--- src/rtl/prog_loader.sv ---
// Boot-time program loader: writes a length-prefixed word stream into memory, then releases the CPU.
// Define PROG_LOADER_CHECKSUM_EN to require a trailer word matching the mod-1024 data sum.
module prog_loader #(
  parameter logic [13:0] BASE_ADDR = 14'd0
) (
  input  logic        clk,
  input  logic        rst,
  input  logic        in_valid,
  input  logic [9:0]  in_data,
  output logic        in_ready,
  input  logic        restart,
  output logic [13:0] m_addr,
  output logic [9:0]  m_indata,
  output logic        m_write,
  output logic        m_read,
  output logic        busy,
  output logic        cpu_run,
  output logic        error,
  output logic [13:0] words_loaded
);

  localparam int unsigned AW = 14;
  localparam int unsigned DW = 10;

  typedef enum logic [2:0] {
    S_CNT_HI = 3'd0,
    S_CNT_LO = 3'd1,
    S_DATA   = 3'd2,
    S_FLUSH  = 3'd3,
    S_CHECK  = 3'd4,
    S_DONE   = 3'd5,
    S_ERR    = 3'd6
  } state_t;

  state_t        r_state;
  state_t        w_next;
  logic [AW-1:0] r_len;
  logic [AW-1:0] r_words;
  logic [AW-1:0] r_addr;
  logic [DW-1:0] r_data;
  logic          r_write;
  logic          r_busy;
  logic          r_ready;
  logic          r_run;
  logic          w_xfer;
  logic          w_last;
  logic [AW-1:0] w_len_full;
`ifdef PROG_LOADER_CHECKSUM_EN
  logic [DW-1:0] r_sum;
  logic          r_err;
`endif

  // State register
  always_ff @(posedge clk or negedge rst) begin
    if (!rst) r_state <= S_CNT_HI;
    else      r_state <= w_next;
  end

  // Next-state logic
  always_comb begin
    w_next     = r_state;
    w_xfer     = in_valid && r_ready;
    w_len_full = {r_len[13:10], in_data};
    w_last     = (r_words + AW'(1)) == r_len;
    case (r_state)
      S_CNT_HI: if (w_xfer) w_next = S_CNT_LO;
      S_CNT_LO: if (w_xfer) w_next = (w_len_full == '0) ? S_FLUSH : S_DATA;
      S_DATA:   if (w_xfer && w_last) w_next = S_FLUSH;
`ifdef PROG_LOADER_CHECKSUM_EN
      S_FLUSH:  w_next = S_CHECK;
      S_CHECK:  if (w_xfer) w_next = (in_data == r_sum) ? S_DONE : S_ERR;
`else
      S_FLUSH:  w_next = S_DONE;
`endif
      S_DONE, S_ERR: if (restart) w_next = S_CNT_HI;
      default:  w_next = S_CNT_HI;
    endcase
  end

  // Status flags registered from the next state so they change with the state itself
  always_ff @(posedge clk or negedge rst) begin
    if (!rst) begin
      r_busy  <= 1'b1;
      r_ready <= 1'b1;
      r_run   <= 1'b0;
`ifdef PROG_LOADER_CHECKSUM_EN
      r_err   <= 1'b0;
`endif
    end else begin
      r_busy  <= (w_next != S_DONE) && (w_next != S_ERR);
      r_ready <= (w_next == S_CNT_HI) || (w_next == S_CNT_LO) ||
                 (w_next == S_DATA)   || (w_next == S_CHECK);
      r_run   <= (w_next == S_DONE);
`ifdef PROG_LOADER_CHECKSUM_EN
      r_err   <= (w_next == S_ERR);
`endif
    end
  end

  // Length capture, memory write pipeline and word counting
  always_ff @(posedge clk or negedge rst) begin
    if (!rst) begin
      r_len   <= '0;
      r_words <= '0;
      r_addr  <= '0;
      r_data  <= '0;
      r_write <= 1'b0;
`ifdef PROG_LOADER_CHECKSUM_EN
      r_sum   <= '0;
`endif
    end else begin
      r_write <= 1'b0;
      case (r_state)
        S_CNT_HI: if (w_xfer) r_len[13:10] <= in_data[3:0];
        S_CNT_LO: if (w_xfer) r_len[9:0] <= in_data;
        S_DATA: begin
          if (w_xfer) begin
            r_write <= 1'b1;
            r_addr  <= BASE_ADDR + r_words;
            r_data  <= in_data;
            r_words <= r_words + AW'(1);
`ifdef PROG_LOADER_CHECKSUM_EN
            r_sum   <= r_sum + in_data;
`endif
          end
        end
        S_DONE, S_ERR: begin
          if (restart) begin
            r_words <= '0;
`ifdef PROG_LOADER_CHECKSUM_EN
            r_sum   <= '0;
`endif
          end
        end
        default: ;
      endcase
    end
  end

  assign in_ready     = r_ready;
  assign busy         = r_busy;
  assign cpu_run      = r_run;
  assign m_addr       = r_addr;
  assign m_indata     = r_data;
  assign m_write      = r_write;
  assign m_read       = 1'b0;
  assign words_loaded = r_words;
`ifdef PROG_LOADER_CHECKSUM_EN
  assign error        = r_err;
`else
  assign error        = 1'b0;
`endif

endmodule

--- config.mk ---
export PLATFORM = sky130hd
export DESIGN_NAME = prog_loader
export DESIGN_NICKNAME = d
export VERILOG_FILES = /design/src/rtl/prog_loader.sv
export SDC_FILE = /design/constraint.sdc
export NUM_CORES = 1
export LEC_CHECK = 0
export ABC_AREA = 1
export CAP_MARGIN = 20
export CORE_MARGIN = 1
export CORE_UTILIZATION = 35
export CTS_CLUSTER_DIAMETER = 200
export CTS_CLUSTER_SIZE = 16
export DETAILED_ROUTE_END_ITERATION = 6
export PLACE_DENSITY = 0.65
export SYNTH_ARGS = -nofsm -noshare
export SYNTH_HDL_FRONTEND = slang
export SYNTH_SLANG_ARGS = --single-unit
--- constraint.sdc ---
create_clock -name clk -period 1.7 [get_ports clk]
set_clock_uncertainty 0.2 [all_clocks]
set_input_delay 0.255 -clock clk [delete_from_list [all_inputs] [get_ports clk]]
set_output_delay 0.255 -clock clk [all_outputs]
set_load 0.01 [all_outputs]
# Yosys cells after proc, flatten, opt, wreduce, memory -nomap -nowiden
# Cells that the tools add are included.
totals:
  regBits: 59
  input_bits: 14
  output_inout_bits: 44
  elab_cells: 51
classes:
  mux: 11
  reduce_logical: 15
  n_addsub: 1
  eq_ne: 14
ops:
  columns: ["op", "n"]
  rows:
  - ["14-bit two-way mux", 2]
  - ["14-bit case mux with 2 select lines", 1]
  - ["3-bit case mux with 5 select lines", 1]
  - ["14-bit by 1-bit adder with 14-bit output (second input constant)", 1]
  - ["14-bit == test", 1]
  - ["14-bit zero test", 1]
  - ["3-bit == test (second input constant)", 4]
  - ["3-bit two-way mux", 4]
  - ["3-bit by 2-bit == test with 1-bit output (second input constant)", 3]
  - ["3-bit by 1-bit == test with 1-bit output (second input constant)", 2]
  - ["3-bit zero test", 2]
  - ["3-bit inequality test (second input constant)", 2]
  - ["2-bit AND reduction", 3]
  - ["2-bit inequality test (second input constant)", 2]
  - ["1-bit logical AND", 3]
  - ["1-bit logical OR", 3]
  - ["1-bit two-way mux", 3]
  - ["3-bit AND reduction", 1]
  - ["2-bit nonzero test", 1]
  - ["2-bit OR reduction", 1]

# Logic depth before layout (Yosys ltp)
logic_depth:
  word_depth: 9
  depth_mapped: 14

# Worst setup path before layout
# Ideal clock, no wire load.
synth_timing:
  path_kind: "reg2reg"
  from: "register r_words[0], in the netlist words_loaded[0]"
  to: "register r_ready, in the netlist in_ready"
  arrival_ns: 1.548
  required_time_ns: 1.424
  setup_time_ns: 0.076
  stages_incl_launch_ff: 15
  setup_slack_ns: -0.124
  cell_sequence: "dfrtp_1 ha_1 nand2_2 nor2_4 nand2_1 nand2_1 nand2_1 nand2_1 nand2_1 inv_1 nand3_1 nor2_1 nand3_1 nand3_1 nand2_1"
synth_between:
  elab_chain_len: 9
synth_lines:
  columns: ["item", "line_no", "source"]
  rows:
  - ["start: declaration", "38", "logic [AW-1:0] r_words;"]
  - ["start signal: assignment", "121", "r_words <= r_words + AW'(1);"]
  - ["14-bit by 1-bit adder with 14-bit output (*)", "64", "w_last = (r_words + AW'(1)) == r_len;"]
  - ["14-bit == test (*)", "64", null]
  - ["1-bit logical AND (*)", "68", "S_DATA: if (w_xfer && w_last) w_next = S_FLUSH;"]
  - ["3-bit two-way mux (*)", "68", null]
  - ["3-bit case mux with 5 select lines (*)", "65", "case (r_state)"]
  - ["3-bit by 1-bit == test with 1-bit output / 3-bit zero test (equally long branches)", "91", "r_ready <= (w_next == S_CNT_HI) || (w_next == S_CNT_LO) ||"]
  - ["1-bit logical OR (2 in series)", "91", null]
  - ["1-bit logical OR (*)", "92", "(w_next == S_DATA) || (w_next == S_CHECK);"]
  - ["end signal: assignment", "91", null]
  - ["end: declaration", "43", "logic r_ready;"]
# Mark *: on every way between the ends. The rest lies on a longest branch, timed or not.
# A chain may end at the register's enable or synchronous reset.

# Worst setup path in the final report
# Ends and elaborated chain as after synthesis.

==> flow_summary.ini <==
[setup_path]
worstSetupEndpointType = flop
setup.worst_path.start_class = flop
timing.critical_path.arrival_ps = 1950
largest_fanout_of_any_net_on_the_critical_path = 5
criticalPathCategory = reg -> reg
cp_data_required_time_ps = 1770

[grt]
grt_util_met3_pct = 5.01
globalRouteMet1Util_pct = 26.1
grt_antenna_before_repair = 0
maximum_number_of_pins_on_one_net_before_global_route_repair = 60
grt_most_used_layer = met2
via_count_of_the_first_global_routing_pass = 2729
global_route.usage.total_pct = 19.5
grt_first_pass_wirelength_mm = 12.8
gr-usage-met2_pct = 29.9
total_grt_overflow = 0

[final_layout]
number_of_antenna_cells_inserted = 0
fin_cells = 592
num-nets-final = 500
finish.utilization_pct = 55.5
area.growth.synth_to_final_pct = 51.9
final_layout_size_suffix_gt1_share_pct = 24.1
design_area_um2 = 4340

[status]
run_status = finished, violations left
violations = negative setup slack

[routing]
routed_wire_length_per_instance_um = 12.6
firstDrtPassIters = 5
routed_wl_mm = 7.48
remaining_drc_errors = 0
route.antenna.remaining_nets = 0
count_of_vias_placed_by_the_detailed_router = 2732
drt_first_iter_violations = 98
route.detailed.vias_per_inst = 4.61

[floorplanning]
floorplan.io_pins = 58
die_width_um = 92.3
starting_utilization_of_the_core_area_pct = 36.6
die_area_um2 = 8520
floorplan.core_area_um2 = 7810
floorplan.die.height_um = 92.3
fp-row-count = 32

[logic_synthesis]
yosys_warnings = 0
synth.distinct_cells = 29
mappedNetlistArea_um2 = 2860
synth.ff_latch_count = 59
syn_area_per_cell_um2 = 8.00
synthCells = 357
synth_seq_area_share_pct = 51.8

[placement]
preCtsSetupSlack_ps = -271
i_o_buffers = 55
place_area_um2 = 3970
dp_cells = 564
hpwl_mm = 5.48
place.gp.congestion = 0.879

[pwr]
ir_worst_vdd_mv = 0.744
pwr_dens_nw_per_um2 = 1770
power_leakage_nw = 2.37
design_power_total_mw = 7.68

[sta]
setup_violations = 16
maxClockFrequency_mhz = 533
timing.setup.tns_ps = -480
min_period_over_period_pct = 110
time_the_worst_path_needs_with_i_o_delays_and_setup_ps = 1880
final-hold-violation-count = 0
worst_hold_slack_ps = 250
rsz_0062_raised_after_global_routing = true
final-max-slew-violation-count = 0
fin_ws_ps = -177

[hold_path]
worst_hold_class = in -> async

[clock_tree]
cts.htree.levels = 3
clock-sinks = 59
clock_tree.root_cell = clkbuf_8
worst_setup_hold_path_clk_slew_ps = 70
cts_inserted_buffers = 9
cts_tree = yes
insertion_delay_ps = 340
clock_tree.buffer_depth = 2

[flow_run]
cap_violations = 0
cell usage in the layout, fill, tap and decap left out, types with 2 or more instances in the layout:
cell and instances:
nand2_1 105, conb_1 2, inv_1 40, buf_4 68, nor3_1 2, nand2_2 5, dlymetal6s2s_1 14, o21a_1 2
clkbuf_8 10, nand3_2 2, nand3_1 28, o21ai_0 37, clkinv_2 2, nor2_4 5, dfstp_2 2, nor2_1 21
clkdlybuf4s50_1 14, o21bai_1 2, buf_12 2, bufinv_16 3, nor2_2 7, dfrtp_1 52, dfrtp_2 5, nand4_1 4
nand3b_1 5, o22ai_1 10, nor4_1 2, nand2_4 2, and2_1 2, dlygate4sd2_1 23
report_power, final:
group          switching, mW  leakage [nW]  internal [mW]
Combinational           1.78          1.48           1.85
Sequential             0.445         0.758           2.03
Clock                  0.562         0.123           1.01
path summary, 6_finish.rpt:
| check | start | slack, ps | cells after the start | to |
|---|---|---|---|---|
| min in group clk | m_addr[3] | 280 | 2 | m_addr[3] |
| max | words_loaded[0] | -180 | 14 | in_ready |
| max reg2reg | words_loaded[0] | -180 | 14 | in_ready |
| max in group asynchronous | rst | 750 | 3 | in_ready |
| min reg2reg | m_addr[3] | 280 | 2 | m_addr[3] |
| min | rst | 250 | 3 | cpu_run |
Yosys cell counts:
cell type	instances	area share, %
a21oi_1	1	0.18
a31oi_1	1	0.22
and2_1	2	0.44
buf_2	1	0.18
buf_4	2	0.53
clkbuf_1	6	0.79
conb_1	1	0.13
dfrtp_1	57	50
dfstp_2	2	1.8
ha_1	1	0.44
inv_1	40	5.3
inv_2	1	0.13
nand2_1	107	14
nand2_2	4	0.88
nand2_4	1	0.39
nand3_1	30	5.3
nand3b_1	5	1.3
nand4_1	4	0.88
nor2_1	26	3.4
nor2_2	2	0.44
nor2_4	5	2.0
nor3_1	2	0.35
nor4_1	2	0.44
o21a_1	2	0.53
o21ai_0	38	6.7
o21ai_2	1	0.31
o21bai_1	2	0.53
o22ai_1	10	2.2
xnor2_1	1	0.31
registers in the layout (all words and copies together) (netlist names):
signal	count
cpu_run	1
in_ready	1
m_indata	10
r_state	3
m_addr	14
words_loaded	14
m_write	1
r_len	14
busy	1
routing by layer:
| metal | up-vias | wire [µm] |
|---|---|---|
| met5 | - | 0 |
| met4 | 0 | 162 |
| met3 | 11 | 361 |
| met2 | 77 | 3340 |
| met1 | 1240 | 3620 |
| li1 | 1404 | - |
timing repair:
action,4_1_cts,5_1_grt
hold buffers,1,0
setup buffers,10,1
pin swaps,0,3
gates resized for setup,30,26
hold endpoints to repair,59,0
setup endpoints to repair,41,37
final cells by class:
class | count | area, µm²
timing repair buffer | 125 | 1100
sequential | 59 | 1490
fill | 764 | 3470
inverter | 41 | 156
clock buffer | 11 | 141
tap | 102 | 128
clock inverter | 5 | 100
multi-input combinational | 249 | 1230
worst max-delay path, cell delays in order (launching register included):
cell,delay (ps)
dfrtp_2,410
ha_4,170
nand2_4,70
nor2_4,180
nand2_1,70
nand2_1,80
nand2_1,70
nand2_1,60
nand2_1,50
inv_1,60
nand3_1,80
nor2_2,100
nand3_2,80
nand3_1,80
nand2_1,50
cells by family after synthesis:
family	after synthesis	share of synthesized area [%]
simple gates	190	29.8
other cells	1	0.131
fa+ha+maj	1	0.438
buf+inv	50	6.88
flops	59	51.8
compound gates	55	10.6
xor+xnor	1	0.307
(Power assumes the default switching activity.)
